`src/rtl/jk_sync_counter.sv`:
```
// Modulo-MODULUS up/down counter built from a bank of JK state bits.
// Count, load and reset are all turned into per-bit J/K drives through one equation.
module jk_sync_counter #(
    parameter int WIDTH   = 4,
    parameter int MODULUS = 10
) (
    input  logic             clk,
    input  logic             rst,
    input  logic             en,
    input  logic             up,
    input  logic             load,
    input  logic [WIDTH-1:0] din,
    output logic [WIDTH-1:0] q,
    output logic [WIDTH-1:0] qbar,
    output logic             tc,
    output logic             wrap,
    output logic             err
);

    if (MODULUS < 2 || MODULUS > 2**WIDTH) begin : g_bad_modulus
        $error("jk_sync_counter: MODULUS out of range for WIDTH");
    end

    localparam logic [WIDTH-1:0] MAXV    = WIDTH'(MODULUS - 1);
    localparam logic [WIDTH:0]   MOD_EXT = (WIDTH + 1)'(MODULUS);

    logic [WIDTH-1:0] q_q, q_d;
    logic [WIDTH-1:0] qbar_q;
    logic             wrap_q, wrap_d;
    logic             err_q, err_d;

    logic [WIDTH-1:0] cnt_next;
    logic [WIDTH-1:0] load_val;
    logic [WIDTH-1:0] j, k;
    logic             din_ok;
    logic             at_end;

    assign din_ok   = {1'b0, din} < MOD_EXT;
    assign load_val = din_ok ? din : '0;
    assign at_end   = up ? (q_q == MAXV) : (q_q == '0);

    always_comb begin
        cnt_next = q_q;
        if (up) cnt_next = (q_q == MAXV) ? '0 : q_q + WIDTH'(1);
        else    cnt_next = (q_q == '0) ? MAXV : q_q - WIDTH'(1);
    end

    // Reset and load become direct set/clear drives (J=v, K=~v); counting toggles changed bits.
    always_comb begin
        j      = '0;
        k      = '0;
        wrap_d = 1'b0;
        err_d  = err_q;
        if (!rst) begin
            j     = '0;
            k     = '1;
            err_d = 1'b0;
        end else if (load) begin
            j     = load_val;
            k     = ~load_val;
            err_d = err_q | ~din_ok;
        end else if (en) begin
            j      = q_q ^ cnt_next;
            k      = q_q ^ cnt_next;
            wrap_d = at_end;
        end
        q_d = (j & ~q_q) | (~k & q_q);
    end

    always_ff @(posedge clk) begin
        q_q    <= q_d;
        qbar_q <= ~q_d;
        wrap_q <= wrap_d;
        err_q  <= err_d;
    end

    assign q    = q_q;
    assign qbar = qbar_q;
    assign wrap = wrap_q;
    assign err  = err_q;
    assign tc   = en & ~load & at_end;

endmodule
```
`config.mk`:
```
export PLATFORM = sky130hd
export DESIGN_NAME = jk_sync_counter
export DESIGN_NICKNAME = d
export VERILOG_FILES = /design/src/rtl/jk_sync_counter.sv
export SDC_FILE = /design/constraint.sdc
export NUM_CORES = 1
export LEC_CHECK = 0
export CAP_MARGIN = 20
export CORE_MARGIN = 5
export CORE_UTILIZATION = 42
export DETAILED_ROUTE_END_ITERATION = 10
export PLACE_DENSITY = 0.75
export SYNTH_ARGS = -nofsm -noshare
export SYNTH_HDL_FRONTEND = slang
export SYNTH_SLANG_ARGS = --single-unit
```
`constraint.sdc`:
```
create_clock -name clk -period 1.8 [get_ports clk]
set_input_delay 0.54 -clock clk [delete_from_list [all_inputs] [get_ports clk]]
set_output_delay 0.54 -clock clk [all_outputs]
set_load 0.05 [all_outputs]
```
* After elaboration in Yosys (flattened, before gate mapping)
Index checks and enable logic that the tools add are counted.
Operators by class: add/sub/neg operators 2, multipliers 0, divide/modulo/power cells 0, $lt $le $gt $ge 1, equal/unequal tests 1, shifts and indexed selects 0, multiplexer cells 10, bitwise operators 15, reductions and logical operators 2
Operator list (count):
- $mux W4 | 9
- $not A4 Y4 | 4
- $and A4 B4 Y4 | 2
- $add A4 B1 Y4 const B | 1
- $eq A4 B4 Y1 const B | 1
- $logic_not A4 Y1 | 1
- $lt A4 B4 Y1 const B | 1
- $not A1 Y1 | 4
- $or A4 B4 Y4 | 1
- $sub A4 B1 Y4 const B | 1
- $xor A4 B4 Y4 | 1
- $reduce_or A3 Y1 | 1
- $and A1 B1 Y1 | 2
- $mux W1 | 1
- $or A1 B1 Y1 | 1
Word-level totals: register bits 10, bits in latches 0, RAM bits 0, memory bits (read-only) 0, bits of input ports 9, output and inout port bits 11, word-level logic and storage cells 35, memories kept 0

* Depth between registers and ports, before layout
Gate-level depths: netlist of run 1.
depth after elaboration 11, gate-level depth with buffers 6, mapped depth without buffers 6

* Least setup slack after synthesis of run 1
OpenSTA, ideal clock, no wires.
kind register to output, start point reg q_q[0], in the netlist q[0], end point out tc, arrival 2.281 ns, required time 1.260 ns, path slack -1.021 ns, stages on the path, launching flop included 5, buffers on the path 0, cells stage by stage dfxtp_1 -> ha_1 -> nand3_2 -> o21a_1 -> nor3_1
On the way: cells in the longest elaborated chain, start to end 3, elaborated cells on any way between the ends 4, those cells by class eq/ne (1); mux (1); bitwise (1); reduce/logical (1)
RTL lines:
- start: declaration | RTL line 27 | logic [WIDTH-1:0] q_q, q_d;
- start signal: assignment | RTL line 71 | q_q <= q_d;
- $eq A4 B4 Y1 or $logic_not A4 Y1 (tied branches) | RTL line 40 | assign at_end = up ? (q_q == MAXV) : (q_q == '0);
- $mux W1 (*) | RTL line 40
- $and A1 B1 Y1 (*) | RTL line 81 | assign tc = en & ~load & at_end;
- end: declaration | RTL line 15 | output logic tc,
Mark *: on every way between the ends. The rest lies on a longest branch, timed or not.

* Worst setup path after layout of run 1
start point reg q_q[1], in the netlist q[1], end point out tc
The elaborated chain is that of the path after synthesis.

==> results.cfg, run 1 <==
[clock_tree]
clockBufferDepth = 2
clk_latency_ns = 0.27
cts_hold_buf = 0
cts_sinks = 10
clockRootBuffer = clkbuf_4
cts_tree = done
clkTransAtPathRegs_ns = 0.07
cts_made_buffers = 3
htreeDepth = 1

[detailed_routing]
vias_per_cell = 5.33
num_vias = 608
drt_iter0_markers = 11
drc_errors = 0
drt-total-wl_um = 1470
first_pass_iters = 4
antenna_left = 0
post_drt_wl_per_cell_um = 12.9

[timing]
finalHoldViolCount = 0
post-route-period-util_pct = 109
fmax_ghz = 0.509
setup_viol = 1
clock-skew-final_ns = 0.00251
rsz0062_at_grt = yes
fin_crit_ns = 1.97
layout_setup_ws_ns = -0.166
drv_slew = 0
relSlewSlack_pct = 72.2
worst_pin_slew_ns = 0.417

[power]
peakVddDrop_mv = 0.494
p_seq_share_pct = 36.0
p_comb_share_pct = 34.2
power.density_mw_per_mm2 = 718
power.internal_mw = 0.471
power.total_mw = 0.698
clkPwrFrac_pct = 29.8
leakage_nw = 0.414
swShare_pct = 32.6
switchingPower_mw = 0.228

[global_routing]
grt_usage_pct = 15.7
first_global_vias = 605
grt.overflow.total = 0
grt_max_degree = 10
grt_pass1_wl_um = 2440
antenna_found_initial = 0

[floorplan]
die-area_sq_mm = 0.00221
core-area_sq_mm = 0.00130
initial_utilization_pct = 44.2
rows = 13
ioPinCount = 20
die_w_um = 47.0
die_h_um = 47.0

[cells_and_area]
fin_nets = 112
multi_input_area_sq_um = 374
n_antenna_cell = 0
fillers = 104
area_growth_pct = 69.1
layout_common_cells = buf_4 (18), dfxtp_1 (7), nor2_1 (6)
final_common_cell = buf_4
drive_gt1_share_pct = 39.4
regArea_sq_um = 209
fin_area_sq_um = 973

[critical_path]
crit_family = flip-flops
crit_chain = inv_4, ha_4, nand2b_4, o21a_1, nor3_4, buf_12
worstPathRequired_ns = 1.26
max_stage_delay_ns = 0.35
criticalPathCategory = reg -> out
critPathLaunchType = flop
critPathBufInv = 2
cp_max_fo = 4
end_kind = primary output
r2r-start = q[0]
r2r-end = q[2]
r2r_cells = 6
arrival_ns = 1.43
rrSetupSlack_ns = 0.19
crit_slowest_cell = dfxtp_4

[synthesis]
syn_area_sq_um = 576
seq_area_frac_synth_pct = 34.8
ys_ff_latch = 10
synth-edff-count = 0
synth.avg_cell_area_sq_um = 8.59
syn_nets = 79
yosysWarningCount = 0
netlist_instances = 67
synth_flop_cell = dfxtp_1
async_flop_share_pct = 0
ys_types = 29

[placement]
dp_hpwl_um = 1140
portBuffers = 19
routabilityCongestion = 0.746
place_ws_ns = -0.460
placed_cell_area_sq_um = 901

[outcome]
violations = negative setup slack
outcome = finished with violations

[job]
cap_violations = 0

[worst_hold_path]
hold_end = err
hold_class = reg -> reg
min_path_cells = 1
min_from = err
## sequential cells by signal, indices dropped and copies added (netlist names)
register  count
err           1
q             4
qbar          4
wrap          1
## synth_stat cells (2+ instances only)
| library cell | count | area [sq um] |
|---|---|---|
| nor2_1 | 6 | 22.5 |
| ha_1 | 3 | 37.5 |
| nand2_1 | 4 | 15.0 |
| inv_1 | 5 | 18.8 |
| dfxtp_1 | 10 | 200 |
| o21a_1 | 3 | 22.5 |
| nor3b_1 | 2 | 15.0 |
| o21ai_0 | 5 | 25.0 |
| nand4_1 | 3 | 18.8 |
| clkbuf_2 | 2 | 10.0 |
| o31ai_1 | 2 | 15.0 |
| o211ai_1 | 2 | 15.0 |
| nand3_1 | 3 | 15.0 |
| and2_1 | 2 | 12.5 |
## timing repair
action | in CTS | in global routing
setup buffers | 3 | 0
endpoints found under the setup margin | 3 | 1
gates resized for setup | 5 | 2
pin swaps | 2 | 0
## power groups by stage
stage	Clock (mW)	Sequential (mW)	Combinational [mW]
floorplan	0	0.301	0.0887
global placement	0	0.255	0.227
detailed placement	0	0.255	0.230
CTS	0.211	0.250	0.237
global route	0.223	0.254	0.255
finish	0.208	0.251	0.239
## cell families (layout without fill, tap and decap cells)
logic type                 after synthesis  count (layout)  synth area share, %
and+or+nand+nor                         26              26                 25.9
adders and majority gates                3               3                 6.52
muxes                                    1               1                 1.74
DFF                                     10              10                 34.8
AOI/OAI and AO/OA                       19              19                 24.1
buffers and inverters                    8              40                 6.96
## area by class of cell
class	count	share of cell area [%]
multi-input cells	49	38.4
inverters	5	2.44
well taps	15	1.93
clock buffers	4	3.73
flip-flops and latches	10	21.5
repair buffers	31	32.0
## per-layer routing
metal  vias up  global-route usage [%]  routed length [um]
li1        306                       -                   -
met1       279                    18.5                 661
met2        18                    24.7                 666
met3         5                    4.60                 109
met4         0                    9.94                  30
met5         -                       0                   0
## worst max-delay path by stage
stage / from / to / slack (ns) / cells after the start
floorplan: q[0] / tc / -0.1 / 4
global placement: up / tc / -0.44 / 5
detailed placement: up / tc / -0.46 / 5
CTS: q[0] / tc / -0.18 / 6
global route: q[1] / tc / -0.25 / 6
finish: q[1] / tc / -0.17 / 6
## through the flow
stage               util [%]  hold slack [ns]  instances  setup TNS, ns
finish                  74.8            0.484        114         -0.166
global route            74.8            0.497        114         -0.254
floorplan                  -            0.666         67        -0.0972
detailed placement      69.2            0.458        107          -1.69
global placement        69.2            0.457        107          -1.52
CTS                     73.8            0.478        114         -0.175
## worst reg2reg max path: stages, from the launching register on
cell,delay (ns)
dfxtp_4,0.37
buf_4,0.16
ha_1,0.21
mux2i_1,0.22
nor2_1,0.07
a221o_1,0.35
o211a_1,0.13
(Power assumes the default switching activity.)
==> run 2: changes to the inputs <==
--- a/config.mk
+++ b/config.mk
@@ -9,6 +9,7 @@
 export CORE_MARGIN = 5
 export CORE_UTILIZATION = 42
 export DETAILED_ROUTE_END_ITERATION = 10
+export HOLD_SLACK_MARGIN = 0.15
 export PLACE_DENSITY = 0.75
 export SYNTH_ARGS = -nofsm -noshare
 export SYNTH_HDL_FRONTEND = slang
==> results of run 2 <==
Same layout as run 1: the final DEF is identical, and so are final timing and power.
